File: config.mk
export PLATFORM = sky130hd
export DESIGN_NAME = alu_multicycle_flat
export DESIGN_NICKNAME = d
export VERILOG_FILES = /design/src/rtl/alu_multicycle_if.sv /design/src/rtl/alu_multicycle.sv /design/src/flat_wrapper.sv
export SDC_FILE = /design/constraint.sdc
export NUM_CORES = 1
export LEC_CHECK = 0
export CAP_MARGIN = 20
export CORE_MARGIN = 2
export CORE_UTILIZATION = 45
export CTS_BUF_LIST = sky130_fd_sc_hd__clkbuf_4
export CTS_CLUSTER_SIZE = 14
export DETAILED_ROUTE_END_ITERATION = 8
export SYNTH_ARGS = -nofsm -noshare
export SYNTH_HDL_FRONTEND = slang
export SYNTH_SLANG_ARGS = --single-unit
export TNS_END_PERCENT = 1
File: constraint.sdc
create_clock -name clk -period 12.3 [get_ports clk]
set_clock_uncertainty 0.2 [all_clocks]
set_input_delay 2.46 -clock clk [delete_from_list [all_inputs] [get_ports clk]]
set_output_delay 2.46 -clock clk [all_outputs]
set_load 0.02 [all_outputs]
File: src/rtl/alu_multicycle_if.sv
// Start/busy/done handshake bundle between the EX stage and the multi-cycle ALU.
interface alu_multicycle_if #(
  parameter int unsigned N = 64
);
  logic         start;
  logic [3:0]   alucontrol;
  logic [N-1:0] a;
  logic [N-1:0] b;
  logic         busy;
  logic         done;
  logic [N-1:0] result;
  logic         zero;

  modport master (
    output start, alucontrol, a, b,
    input  busy, done, result, zero
  );

  modport slave (
    input  start, alucontrol, a, b,
    output busy, done, result, zero
  );
endinterface

File: src/rtl/alu_multicycle.sv
// Execute unit: single-cycle logic/arith codes plus an N-cycle shift-add multiplier.
module alu_multicycle #(
  parameter int unsigned N = 64
) (
  input logic              clk,
  input logic              reset,
  alu_multicycle_if.slave  bus
);
  localparam int unsigned CW = $clog2(N) + 1;
  localparam logic [CW-1:0] LAST = CW'(N - 1);

  typedef enum logic [0:0] {IDLE, MUL} state_t;

  state_t        state, state_next;
  logic [N-1:0]  mcand, mcand_next;
  logic [N-1:0]  mplier, mplier_next;
  logic [N-1:0]  acc, acc_next;
  logic [CW-1:0] count, count_next;
  logic [N-1:0]  result, result_next;
  logic          zero, zero_next;
  logic          done, done_next;
  logic [N-1:0]  alu_out;
  logic [N-1:0]  acc_sum;

  always_comb begin
    alu_out = '0;
    case (bus.alucontrol)
      4'b0000: alu_out = bus.a & bus.b;
      4'b0001: alu_out = bus.a | bus.b;
      4'b0010: alu_out = bus.a + bus.b;
      4'b0110: alu_out = bus.a - bus.b;
      4'b0111: alu_out = bus.b;
      default: alu_out = '0;
    endcase
  end

  assign acc_sum = mplier[0] ? acc + mcand : acc;

  always_comb begin
    state_next  = state;
    mcand_next  = mcand;
    mplier_next = mplier;
    acc_next    = acc;
    count_next  = count;
    result_next = result;
    zero_next   = zero;
    done_next   = 1'b0;
    case (state)
      IDLE: begin
        if (bus.start) begin
          if (bus.alucontrol == 4'b1000) begin
            mcand_next  = bus.a;
            mplier_next = bus.b;
            acc_next    = '0;
            count_next  = '0;
            state_next  = MUL;
          end else begin
            result_next = alu_out;
            zero_next   = (alu_out == '0);
            done_next   = 1'b1;
          end
        end
      end
      MUL: begin
        acc_next    = acc_sum;
        mcand_next  = mcand << 1;
        mplier_next = mplier >> 1;
        count_next  = count + 1'b1;
        // Final iteration publishes the partial sum formed on this same edge.
        if (count == LAST) begin
          result_next = acc_sum;
          zero_next   = (acc_sum == '0);
          done_next   = 1'b1;
          state_next  = IDLE;
        end
      end
      default: state_next = IDLE;
    endcase
  end

  always_ff @(posedge clk) begin
    if (reset) begin
      state  <= IDLE;
      mcand  <= '0;
      mplier <= '0;
      acc    <= '0;
      count  <= '0;
      result <= '0;
      zero   <= 1'b1;
      done   <= 1'b0;
    end else begin
      state  <= state_next;
      mcand  <= mcand_next;
      mplier <= mplier_next;
      acc    <= acc_next;
      count  <= count_next;
      result <= result_next;
      zero   <= zero_next;
      done   <= done_next;
    end
  end

  assign bus.busy   = (state == MUL);
  assign bus.done   = done;
  assign bus.result = result;
  assign bus.zero   = zero;
endmodule

File: src/flat_wrapper.sv
// flat-port wrapper written by rule: the top's interface ports become plain ports
module alu_multicycle_flat 
#(
  parameter int unsigned N = 64
)
  (clk, reset, bus_start, bus_alucontrol, bus_a, bus_b, bus_busy, bus_done, bus_result, bus_zero);
  alu_multicycle_if #(.N(N)) bus_i ();
  input logic clk;
  input logic reset;
  input wire logic [$bits(bus_i.start)-1:0] bus_start;
  input wire logic [$bits(bus_i.alucontrol)-1:0] bus_alucontrol;
  input wire logic [$bits(bus_i.a)-1:0] bus_a;
  input wire logic [$bits(bus_i.b)-1:0] bus_b;
  output wire logic [$bits(bus_i.busy)-1:0] bus_busy;
  output wire logic [$bits(bus_i.done)-1:0] bus_done;
  output wire logic [$bits(bus_i.result)-1:0] bus_result;
  output wire logic [$bits(bus_i.zero)-1:0] bus_zero;
  assign bus_i.start = bus_start;
  assign bus_i.alucontrol = bus_alucontrol;
  assign bus_i.a = bus_a;
  assign bus_i.b = bus_b;
  assign bus_busy = bus_i.busy;
  assign bus_done = bus_i.done;
  assign bus_result = bus_i.result;
  assign bus_zero = bus_i.zero;
  alu_multicycle #(.N(N)) u_core (.clk(clk), .reset(reset), .bus(bus_i));
endmodule
==> results by group <==
Logic synthesis
  – Syn Std Cell Area: 23600 um2
  – #FFs+latches synth: 266
  – Most numerous cell in the Yosys netlist: nor2_1
  – Synth top cells by count: nor2_1 (518), a21oi_1 (470), nand2_1 (334)
  – Synth Flop Type: dfxtp_1
  – Syn Inst Count: 3312
  – Yosys Warn Count: 0
  – Synth top area share: 22.6%
  – Synth area leaders: dfxtp_1 (23%), a21oi_1 (10%), nor2_1 (8.2%), ha_1 (6.9%), mux2i_1 (6.5%)
  – Syn_nets: 3579
  – Avg Inst Size Synth: 7.12 um2
  – Cell taking the most area after synthesis: dfxtp_1
  – Async set or reset register ratio after synthesis: 0%
  – Seq/Total Area, Yosys: 22.6%
  – Post-synth EDFFs: 0
  – Synth cell types: 85

CTS
  – Num CTS Buffers: 77
  – CTS max path bufs: 3
  – Setup bufs post-CTS: 0
  – Clk pin slew, worst setup/hold paths: 0.06 ns
  – Clk_lat worst skew: 0.85 ns
  – H-Tree Depth: 3
  – Post-CTS Hold Buffers: 0
  – CTS tree: built
  – Clock sinks: 266
  – CTS resizes: 0
  – Root buf cell: clkbuf_4

Finish
  – Layout overhead on the synthesized area: 13.6%
  – Filler cells: 5086
  – Register Area: 5330 um2
  – Layout cell share with drive strength beyond 1: 6.10%
  – # nets final: 3659
  – Utilization after layout: 51.9%
  – Area of the multi-input gates: 17300 um2

Placement
  – Gp weighted congestion: 0.987
  – DP HPWL: 74200 um
  – Port-buffer cells: 201

Floorplanning
  – Core Region: 51600 um2
  – Die area: 54300 um2
  – Row cnt: 83
  – I/O pin total: 202
  – Starting density of the core: 45.7%
  – Die W: 233 um
  – Die Span Y: 233 um

Critical path
  – Origin of the worst setup path: bus_b[4]
  – FF-to-FF setup slack: 6.75 ns
  – CP Class: input pin to flop
  – Worst EP required: 12.86 ns
  – Arr. time, crit path: 9.74 ns
  – CP Launch Type: input pin
  – Crit. End Element: flop
  – Crit Reg-Reg Endpoint: u_core.bus.zero
  – Critical Path Fanout Max: 9
  – R2r startpoint: u_core.acc[0]
  – R2r worst-path depth: 14
  – Worst setup path end: u_core.bus.zero

Detailed routing
  – Vias: 25816
  – Pre-antenna DRT Iters: 6
  – Via density: 6.25
  – Routed Antenna Nets: 0
  – Wire length per cell: 23.1 um
  – Drt first-iter violations: 2597
  – Total Wirelength: 95600 um
  – Drc violations: 0

GRT
  – Largest net degree at the start of global routing: 129
  – Total track usage: 34.5%
  – Gr ovfl total: 0
  – Vias in the first global route: 23777
  – Antenna violations before repair: 5
  – First-pass GRT wire length: 143000 um

Run status
  – Outcome: finished, final reports clean

Pwr
  – Pwr dens: 89.0 nW/um2
  – Clock power share: 34.7%
  – Logic pwr share: 27.9%
  – Maximum VDD drop: 0.0000657 V
  – Net Sw Power: 852 uW
  – Int Pwr: 1530 uW
  – Switching portion of total power: 35.7%
  – Reg power frac: 37.3%
  – Leakage: 0.0112 uW

Hold path
  – HP Class: flop to flop

STA
  – Slew Limit Fails: 0
  – Final Hold Violating Endpoints: 0
  – Fin Setup TNS: 0 ns
  – Fmax: 109 MHz
  – Final min period: 9.17 ns
  – Slew of the pin with the lowest slew margin: 1.30 ns
  – Part of the cycle the worst path needs: 74.6%
  – Final Setup Violations: 0
  – RSZ-0062 raised after global routing: no
  – Rel. slew slack: 12.2%

Job
  – Max-cap violations: 0
[per-stage QoR]
step                      cell area (um2)  setup WS [ns]  hold WS, ns  power, uW  std cells
after detailed placement            25900           2.32        0.244       1560       3993
final                               26800           3.13        0.248       2390       4131
after floorplan                     23600           4.09        0.240       1310       3312
after CTS                           26800           3.16        0.251       2390       4124
after global placement              25900           2.54        0.239       1560       3993
after global routing                26800           2.76        0.268       2500       4130
[power by group through the flow]
stage                     clock network (uW)  logic, uW  registers [uW]
after floorplan                            0        392             917
final                                    829        666             891
after global placement                     0        648             909
after CTS                                849        650             891
after global routing                     891        714             892
after detailed placement                   0        647             910
[routing by layer]
| layer | track usage (%) | share of wire [%] | up-vias |
|---|---|---|---|
| met5 | 0 | 0 | - |
| met4 | 10.6 | 2.7 | 0 |
| met3 | 6.85 | 9.5 | 149 |
| met2 | 49.7 | 41 | 1137 |
| met1 | 50.8 | 47 | 12267 |
| li1 | - | - | 12263 |
[layout by cell type, fill, tap and decap left out, types with 12 or more instances in the layout]
| cell type | instances |
|---|---|
| nand2b_1 | 16 |
| a211oi_1 | 37 |
| o21ai_1 | 12 |
| nand4_1 | 60 |
| nor4_1 | 22 |
| a31oi_1 | 21 |
| clkbuf_4 | 105 |
| inv_1 | 41 |
| a21o_1 | 44 |
| o21ai_0 | 159 |
| and2_1 | 17 |
| or3_1 | 38 |
| ha_1 | 130 |
| nand2_1 | 333 |
| buf_4 | 27 |
| a2111oi_0 | 13 |
| xnor2_1 | 77 |
| dfxtp_1 | 264 |
| nand3_1 | 45 |
| o21a_1 | 34 |
| clkinv_1 | 12 |
| a221oi_1 | 14 |
| nor2b_1 | 20 |
| maj3_1 | 62 |
| xor2_1 | 75 |
| mux2i_1 | 153 |
| o21bai_1 | 19 |
| nor2_1 | 516 |
| and3_1 | 20 |
| nor3_1 | 53 |
| a21oi_1 | 469 |
| clkdlybuf4s50_1 | 198 |
| a22oi_1 | 63 |
| mux2_2 | 24 |
| o31ai_1 | 29 |
| o211ai_1 | 34 |
[final cells by class]
| class | instances | area share (%) |
|---|---|---|
| clock buffers | 105 | 2.94 |
| diodes | 7 | 0.0653 |
| inverters | 42 | 0.588 |
| multi-input cells | 2777 | 64.6 |
| flip-flops and latches | 266 | 19.9 |
| clock inverters | 26 | 0.546 |
| repair buffers | 228 | 8.24 |
| well taps | 680 | 3.17 |
[sequential cells by signal (all words and copies together) (netlist names)]
register,cells
u_core.bus.busy,1
u_core.bus.result,64
u_core.mplier,64
u_core.count,7
u_core.mcand,64
u_core.bus.zero,1
u_core.bus.done,1
u_core.acc,64
[critical path, cell delays in order]
cell	delay [ns]
clkdlybuf4s50_1	0.54
or4_1	0.63
or3_1	0.45
nor2_1	0.30
nand2_1	0.16
nor3_1	0.42
nand2_1	0.23
nor4_1	0.59
nand2_1	0.36
o21ai_1	0.23
xor2_1	0.18
ha_1	0.35
and3_1	0.26
and2_1	0.17
a221oi_1	0.31
o31a_1	0.32
mux2i_1	0.11
a41o_1	0.21
nor2_1	0.17
nand4_1	0.09
or4_1	0.42
nor4_1	0.45
nand3_1	0.15
a31oi_1	0.18
[how the worst min path moves through the flow]
stage / from / to / slack, ns / cells past startpoint
floorplan: u_core.count[5] / u_core.count[5] / 0.24 / 1
global placement: u_core.bus.result[31] / u_core.bus.result[31] / 0.24 / 2
detailed placement: u_core.bus.result[5] / u_core.bus.result[5] / 0.24 / 2
CTS: u_core.bus.result[57] / u_core.bus.result[57] / 0.25 / 2
global route: u_core.bus.result[30] / u_core.bus.result[30] / 0.27 / 2
finish: u_core.bus.result[34] / u_core.bus.result[34] / 0.25 / 2
[cell families after synthesis]
| family | after synthesis | share of synthesized area [%] |
|---|---|---|
| muxes | 177 | 7.64 |
| adders and majority gates | 194 | 9.70 |
| xor gates and xnor gates | 152 | 5.64 |
| buffers and inverters | 269 | 4.31 |
| and+or+nand+nor | 1193 | 22.4 |
| AOI/OAI and AO/OA | 1061 | 27.7 |
| DFF | 266 | 22.6 |
(Power assumes the default switching activity.)
